[config.mk]
export PLATFORM = sky130hd
export DESIGN_NAME = uart_packet_rx_flat
export DESIGN_NICKNAME = d
export VERILOG_FILES = /design/src/rtl/uart_packet_rx_if.sv /design/src/rtl/uart_packet_rx.sv /design/src/flat_wrapper.sv
export SDC_FILE = /design/constraint.sdc
export NUM_CORES = 1
export LEC_CHECK = 0
export ABC_CLOCK_PERIOD_IN_PS = 3000
export BUFFER_PORTS_ARGS = -buffer_cell sky130_fd_sc_hd__buf_4
export CAP_MARGIN = 20
export CORE_MARGIN = 2
export CORE_UTILIZATION = 55
export DETAILED_ROUTE_END_ITERATION = 10
export PLACE_DENSITY = 0.7
export SYNTH_ARGS = -nofsm -noshare
export SYNTH_HDL_FRONTEND = slang
export SYNTH_SLANG_ARGS = --single-unit
export TNS_END_PERCENT = 100
[constraint.sdc]
create_clock -name clk -period 3 [get_ports clk]
set_input_delay 0.3 -clock clk [delete_from_list [all_inputs] [get_ports clk]]
set_output_delay 0.3 -clock clk [all_outputs]
set_load 0.1 [all_outputs]
[src/rtl/uart_packet_rx_if.sv]
// Line-side and stream-side signals of the UART packet receiver.
// The master drives the line; the slave (receiver) drives the stream outputs.
interface uart_packet_rx_if;
    logic       serial_in;
    logic [7:0] data_out;
    logic       data_out_valid;
    logic       pkt_done;
    logic       pkt_err;
    logic       frame_err;
    logic       rx_busy;

    modport master (
        output serial_in,
        input  data_out,
        input  data_out_valid,
        input  pkt_done,
        input  pkt_err,
        input  frame_err,
        input  rx_busy
    );

    modport slave (
        input  serial_in,
        output data_out,
        output data_out_valid,
        output pkt_done,
        output pkt_err,
        output frame_err,
        output rx_busy
    );
endinterface

[src/rtl/uart_packet_rx.sv]
// UART 8N1 byte receiver feeding a HEADER/LEN/payload/CHK packet de-framer.
// Payload streams out as it arrives; packet end reports checksum/framing status.
module uart_packet_rx #(
    parameter int         CLK_FREQ     = 50_000_000,
    parameter int         BAUD_RATE    = 115200,
    parameter logic [7:0] HEADER       = 8'hA5,
    parameter int         MAX_LEN      = 16,
    parameter int         TIMEOUT_BITS = 20
) (
    input  logic           clk,
    input  logic           rst,
    uart_packet_rx_if.slave bus
);

    localparam int CPB    = CLK_FREQ / BAUD_RATE;
    localparam int HALF   = CPB / 2;
    localparam int TW     = $clog2(CPB + 1);
    localparam int TO_CYC = TIMEOUT_BITS * CPB;
    localparam int OW     = $clog2(TO_CYC + 1);

    typedef enum logic [1:0] {R_IDLE, R_START, R_DATA, R_STOP} r_state_e;
    typedef enum logic [1:0] {P_HUNT, P_LEN, P_PAYLOAD, P_CHK} p_state_e;

    logic          sync_q, rs_q;
    r_state_e      r_state_q, r_state_d;
    logic [TW-1:0] tmr_q, tmr_d;
    logic [2:0]    idx_q, idx_d;
    logic [7:0]    shift_q, shift_d;
    logic          byte_rdy, stop_bad;

    p_state_e      p_state_q, p_state_d;
    logic [7:0]    rem_q, rem_d;
    logic [7:0]    chk_q, chk_d;
    logic [OW-1:0] to_q, to_d;
    logic          abort;

    logic [7:0]    data_out_q, data_out_d;
    logic          valid_q, valid_d;
    logic          done_q, done_d;
    logic          err_q, err_d;
    logic          fe_q, fe_d;

    always_ff @(posedge clk) begin
        if (rst) begin
            sync_q <= 1'b1;
            rs_q   <= 1'b1;
        end else begin
            sync_q <= bus.serial_in;
            rs_q   <= sync_q;
        end
    end

    always_comb begin
        r_state_d = r_state_q;
        tmr_d     = tmr_q;
        idx_d     = idx_q;
        shift_d   = shift_q;
        byte_rdy  = 1'b0;
        stop_bad  = 1'b0;
        unique case (r_state_q)
            R_IDLE: begin
                if (!rs_q) begin
                    r_state_d = R_START;
                    tmr_d     = '0;
                end
            end
            R_START: begin
                if (tmr_q == TW'(HALF - 1)) begin
                    tmr_d = '0;
                    idx_d = '0;
                    // a start bit gone high by mid-bit was line noise
                    r_state_d = rs_q ? R_IDLE : R_DATA;
                end else begin
                    tmr_d = tmr_q + TW'(1);
                end
            end
            R_DATA: begin
                if (tmr_q == TW'(CPB - 1)) begin
                    tmr_d          = '0;
                    shift_d[idx_q] = rs_q;
                    if (idx_q == 3'd7) r_state_d = R_STOP;
                    else               idx_d     = idx_q + 3'd1;
                end else begin
                    tmr_d = tmr_q + TW'(1);
                end
            end
            R_STOP: begin
                if (tmr_q == TW'(CPB - 1)) begin
                    tmr_d     = '0;
                    byte_rdy  = rs_q;
                    stop_bad  = !rs_q;
                    r_state_d = R_IDLE;
                end else begin
                    tmr_d = tmr_q + TW'(1);
                end
            end
            default: r_state_d = R_IDLE;
        endcase
    end

    always_comb begin
        p_state_d  = p_state_q;
        rem_d      = rem_q;
        chk_d      = chk_q;
        to_d       = to_q;
        data_out_d = data_out_q;
        valid_d    = 1'b0;
        done_d     = 1'b0;
        err_d      = err_q;
        fe_d       = stop_bad;
        abort      = 1'b0;
        if (p_state_q == P_HUNT) begin
            to_d = '0;
            if (byte_rdy && shift_q == HEADER) p_state_d = P_LEN;
        end else if (stop_bad) begin
            abort = 1'b1;
        end else if (byte_rdy) begin
            // a byte arriving on the expiry cycle still counts
            to_d = '0;
            unique case (p_state_q)
                P_LEN: begin
                    if (shift_q != 8'd0 && shift_q <= 8'(MAX_LEN)) begin
                        rem_d     = shift_q;
                        chk_d     = shift_q;
                        p_state_d = P_PAYLOAD;
                    end else begin
                        abort = 1'b1;
                    end
                end
                P_PAYLOAD: begin
                    data_out_d = shift_q;
                    valid_d    = 1'b1;
                    chk_d      = chk_q ^ shift_q;
                    rem_d      = rem_q - 8'd1;
                    if (rem_q == 8'd1) p_state_d = P_CHK;
                end
                P_CHK: begin
                    done_d    = 1'b1;
                    err_d     = (shift_q != chk_q);
                    p_state_d = P_HUNT;
                end
                default: p_state_d = P_HUNT;
            endcase
        end else if (to_q == OW'(TO_CYC - 1)) begin
            abort = 1'b1;
        end else begin
            to_d = to_q + OW'(1);
        end
        if (abort) begin
            done_d    = 1'b1;
            err_d     = 1'b1;
            p_state_d = P_HUNT;
        end
    end

    always_ff @(posedge clk) begin
        if (rst) begin
            r_state_q  <= R_IDLE;
            tmr_q      <= '0;
            idx_q      <= '0;
            shift_q    <= '0;
            p_state_q  <= P_HUNT;
            rem_q      <= '0;
            chk_q      <= '0;
            to_q       <= '0;
            data_out_q <= '0;
            valid_q    <= 1'b0;
            done_q     <= 1'b0;
            err_q      <= 1'b0;
            fe_q       <= 1'b0;
        end else begin
            r_state_q  <= r_state_d;
            tmr_q      <= tmr_d;
            idx_q      <= idx_d;
            shift_q    <= shift_d;
            p_state_q  <= p_state_d;
            rem_q      <= rem_d;
            chk_q      <= chk_d;
            to_q       <= to_d;
            data_out_q <= data_out_d;
            valid_q    <= valid_d;
            done_q     <= done_d;
            err_q      <= err_d;
            fe_q       <= fe_d;
        end
    end

    assign bus.data_out       = data_out_q;
    assign bus.data_out_valid = valid_q;
    assign bus.pkt_done       = done_q;
    assign bus.pkt_err        = err_q;
    assign bus.frame_err      = fe_q;
    assign bus.rx_busy        = (r_state_q != R_IDLE) || (p_state_q != P_HUNT);

endmodule

[src/flat_wrapper.sv]
// flat-port wrapper written by rule: the top's interface ports become plain ports
module uart_packet_rx_flat 
#(
    parameter int         CLK_FREQ     = 50_000_000,
    parameter int         BAUD_RATE    = 115200,
    parameter logic [7:0] HEADER       = 8'hA5,
    parameter int         MAX_LEN      = 16,
    parameter int         TIMEOUT_BITS = 20
)
  (clk, rst, bus_serial_in, bus_data_out, bus_data_out_valid, bus_pkt_done, bus_pkt_err, bus_frame_err, bus_rx_busy);
  uart_packet_rx_if bus_i ();
  input  logic clk;
  input  logic rst;
  input wire logic [$bits(bus_i.serial_in)-1:0] bus_serial_in;
  output wire logic [$bits(bus_i.data_out)-1:0] bus_data_out;
  output wire logic [$bits(bus_i.data_out_valid)-1:0] bus_data_out_valid;
  output wire logic [$bits(bus_i.pkt_done)-1:0] bus_pkt_done;
  output wire logic [$bits(bus_i.pkt_err)-1:0] bus_pkt_err;
  output wire logic [$bits(bus_i.frame_err)-1:0] bus_frame_err;
  output wire logic [$bits(bus_i.rx_busy)-1:0] bus_rx_busy;
  assign bus_i.serial_in = bus_serial_in;
  assign bus_data_out = bus_i.data_out;
  assign bus_data_out_valid = bus_i.data_out_valid;
  assign bus_pkt_done = bus_i.pkt_done;
  assign bus_pkt_err = bus_i.pkt_err;
  assign bus_frame_err = bus_i.frame_err;
  assign bus_rx_busy = bus_i.rx_busy;
  uart_packet_rx #(.CLK_FREQ(CLK_FREQ), .BAUD_RATE(BAUD_RATE), .HEADER(HEADER), .MAX_LEN(MAX_LEN), .TIMEOUT_BITS(TIMEOUT_BITS)) u_core (.clk(clk), .rst(rst), .bus(bus_i));
endmodule
==> metrics list <==
- The floorplan step defined a die boundary enclosing 7480 µm².
- The worst setup path is captured at a flip-flop.
- The slowest stage of the critical path is the sky130_fd_sc_hd__a2111o_1 cell.
* Final setup violation count: 0
* Initial antenna violation count: 0
- Gp weighted congestion: 0.853
- Data required, critical path: 3290 ps
- The tightest min-delay check is of the in2reg type.
* Standard-cell row count: 30
- Max-cap violation count: 0
* Post-synthesis instance area: 3740 µm²
- In this run the count of I/O pins placed on the die edge is 16.
* Period Utilization, post-route: 85.0%
- Final critical delay including setup and external delays: 2550 ps
* Clock-pin slew on the worst setup and hold paths: 70 ps
* CP top delay family: simple AND/OR/NAND/NOR gates
* Post-route core utilization: 61.6%
* Aggregate global routing overflow: 0
- Non-Filler Cell Area, Final: 4120 µm²
* Fin. Hold Viols: 0
* CTS buffer count: 9
* Instance area after placement: 3880 µm²
- Number of antenna diodes: 0
- When the netlist entered floorplanning its net count stood at 463.
- Number of input and output port buffers inserted: 15
- In the synthesized netlist the dominant register cell turns out to be sky130_fd_sc_hd__dfxtp_1.
- Worst vdd ir: 256 µV
* Fraction of layout cells with a size suffix above 1: 11.4%
- Sequential area share after synthesis: 36.4%
- Area of the core: 6680 µm²
- Number of instances resized during post-cts repair: 0
- Slew margin rel.: 48.5%
- Setup TNS Final: 0 ps
- The final layout contains 467 nets.
- The longest clock path from root to sink contains 2 buffers.
- Dividing the detail-routed via count by the number of cells gives 5.97.
- Sum of routed wire length over all layers: 8010 µm
- Entering global routing, the biggest net connects 58 pins.
* Buffer cell driving the clock tree root: sky130_fd_sc_hd__clkbuf_8
- The cell count after synthesis came out at 448.
* Detailed Place HPWL: 5320 µm
* Number of DRC markers after the initial detailed-route iteration: 237
* Crit path kind: reg2reg
- The synthesized design devotes to its leading area cell type 36.4% of total area.
* Highest fanout seen on the critical path: 17
- Buffers plus inverters on the worst setup path: 0
- Die height: 86.5 µm
* Starting Density: 56.0%
- After detailed routing, the average wire length per cell comes to 14.9 µm.
* Routed vias: 3208
* Leakage power figure: 0.00145 µW
* Yosys reg bits: 68
* Leading post-synthesis cells by cell area: sky130_fd_sc_hd__dfxtp_1 36%, sky130_fd_sc_hd__mux2i_1 4.8%, sky130_fd_sc_hd__ha_1 4.0%, sky130_fd_sc_hd__nor2_1 4.0%, sky130_fd_sc_hd__a21oi_1 3.6%
- Final hold slack: 142 ps
- Clock tree from TritonCTS: built
- For the pin with the worst max-slew slack, the measured transition is 762 ps.
- Status: finished, final reports clean
- Fin cells: 537
- For this design, the CTS-stage hold fixing added 0 buffers.
- Yosys synthesis warning count: 0
- Measured along the x axis, the die boundary spans 86.5 µm.
- The clock tree synthesis step divided the H-tree into 3 levels.
- Vias in the first global route: 2846
- Placed Instances: 521
* Mean Syn Cell Area: 8.36 µm²
* Total power divided by cell area: 459 nW/µm²
- Dominant cell by count in the synthesized netlist: sky130_fd_sc_hd__dfxtp_1
* Count of final max-slew check failures: 0
* # DRC: 0
* Cell breakdown of the critical path: or4b_4 -> or3_1 -> a2111o_1 -> nor3_1 -> a31o_1
* Async S/R FF share, synth: 0%
- sky130_fd_sc_hd__dfxtp_1 takes more of the synthesized area than any other cell.
- Global routing usage summed across all routing layers: 22.3%
* Worst Skew: 12.6 ps
* Arrival time at the worst endpoint: 2840 ps
- Unrepaired setup endpoints after global routing: no
* Kind of start point of the critical path: flip-flop
* Clock Latency Late Sink: 350 ps
- Once detail routing completed, the nets flagged for antenna violations numbered 0.
- CTS saw 68 sinks.
- Yosys mapped a number of flops with a built-in enable equal to 0.
* Post-CTS Setup Inserts: 0
- Netlist cell types: 52
- From synthesis to final layout, the design area changed by 9.92%.
- The first global-routing pass estimated 13400 µm of wire.
- First-pass iteration count of the detailed router: 4
- Leading post-synthesis cells by instance count: 68 x sky130_fd_sc_hd__dfxtp_1, 40 x sky130_fd_sc_hd__nor2_1, 36 x sky130_fd_sc_hd__nand2_1
- Top achievable clock speed: 392 MHz
- For this run, the slowest stage of the critical path takes 640 ps.
## layer usage
metal  vias to the layer above  routed length (µm)  global-route usage, %
met5                         -                   0                      0
met4                         0                 129                   9.23
met3                        13                 237                   3.90
met2                        53                3570                   33.4
met1                      1518                4070                   31.6
li1                       1624                   -                      -
## per-stage QoR
stage,total power [µW],setup slack (ps)
global route,1960,290
finish,1890,449
floorplan,978,641
detailed placement,998,469
CTS,1910,449
global placement,998,506
## sequential cells by signal (all words and copies together), names as in the netlist, named ones only
name and cells:
u_core.sync_q 1, u_core.tmr_q 9, u_core.r_state_q 1, u_core.rs_q 1
u_core.bus.frame_err 1, u_core.bus.data_out 8, u_core.chk_q 8, u_core.bus.data_out_valid 1
u_core.idx_q 3, u_core.to_q 14, u_core.bus.pkt_err 1, u_core.bus.pkt_done 1
u_core.rem_q 8, u_core.shift_q 8, u_core.p_state_q 2
## path summary, 6_finish.rpt
path | slack, ps | endpoint | cells after the start | start
max | 450 | u_core.rem_q[4] | 5 | u_core.tmr_q[2]
min | 140 | u_core.sync_q | 2 | bus_serial_in
max reg2reg | 450 | u_core.rem_q[4] | 5 | u_core.tmr_q[2]
min reg2reg | 400 | u_core.rs_q | 1 | u_core.sync_q
## where the power goes
group | total, µW | leakage [µW] | internal [µW] | switching, µW
Sequential | 912 | 0.000548 | 906 | 5.16
Combinational | 65.1 | 0.000778 | 16.6 | 48.5
Clock | 915 | 0.000120 | 554 | 361
Total | 1890 | 0.00145 | 1480 | 414
## final cells by class
cell class | count | area (µm²)
fillers | 591 | 2560
multi-input cells | 333 | 2170
flip-flops and latches | 68 | 1360
repair buffers | 24 | 180
clock buffers | 10 | 128
clock inverters | 6 | 113
well taps | 80 | 100
inverters | 16 | 60.1
## logic make-up (layout without fill, tap and decap cells)
| group | count (synthesis) | count (layout) | share of synthesized area, % |
|---|---|---|---|
| xor gates and xnor gates | 20 | 20 | 4.68 |
| muxes | 19 | 19 | 5.11 |
| adders and majority gates | 12 | 12 | 4.01 |
| AOI/OAI and AO/OA | 87 | 87 | 15.8 |
| DFF | 68 | 68 | 36.4 |
| buffers and inverters | 47 | 56 | 5.58 |
| and+or+nand+nor | 195 | 195 | 28.5 |
## worst reg2reg max path: stages (launching register included)
cell and delay [ps]:
sky130_fd_sc_hd__dfxtp_1 370, sky130_fd_sc_hd__or4b_4 600, sky130_fd_sc_hd__or3_1 460, sky130_fd_sc_hd__a2111o_1 640, sky130_fd_sc_hd__nor3_1 300, sky130_fd_sc_hd__a31o_1 130
## placed cells by master (no fill, tap or decap), types with 15 or more instances in the layout
cell and instances:
sky130_fd_sc_hd__a21oi_1 27, sky130_fd_sc_hd__nand3b_1 15, sky130_fd_sc_hd__a31oi_1 17, sky130_fd_sc_hd__dfxtp_1 68
sky130_fd_sc_hd__nor3_1 19, sky130_fd_sc_hd__buf_4 24, sky130_fd_sc_hd__nand2_1 36, sky130_fd_sc_hd__inv_1 15
sky130_fd_sc_hd__nor2_1 40, sky130_fd_sc_hd__mux2i_1 18, sky130_fd_sc_hd__nand3_1 15
Note: power is estimated with default switching activity, not from simulation.
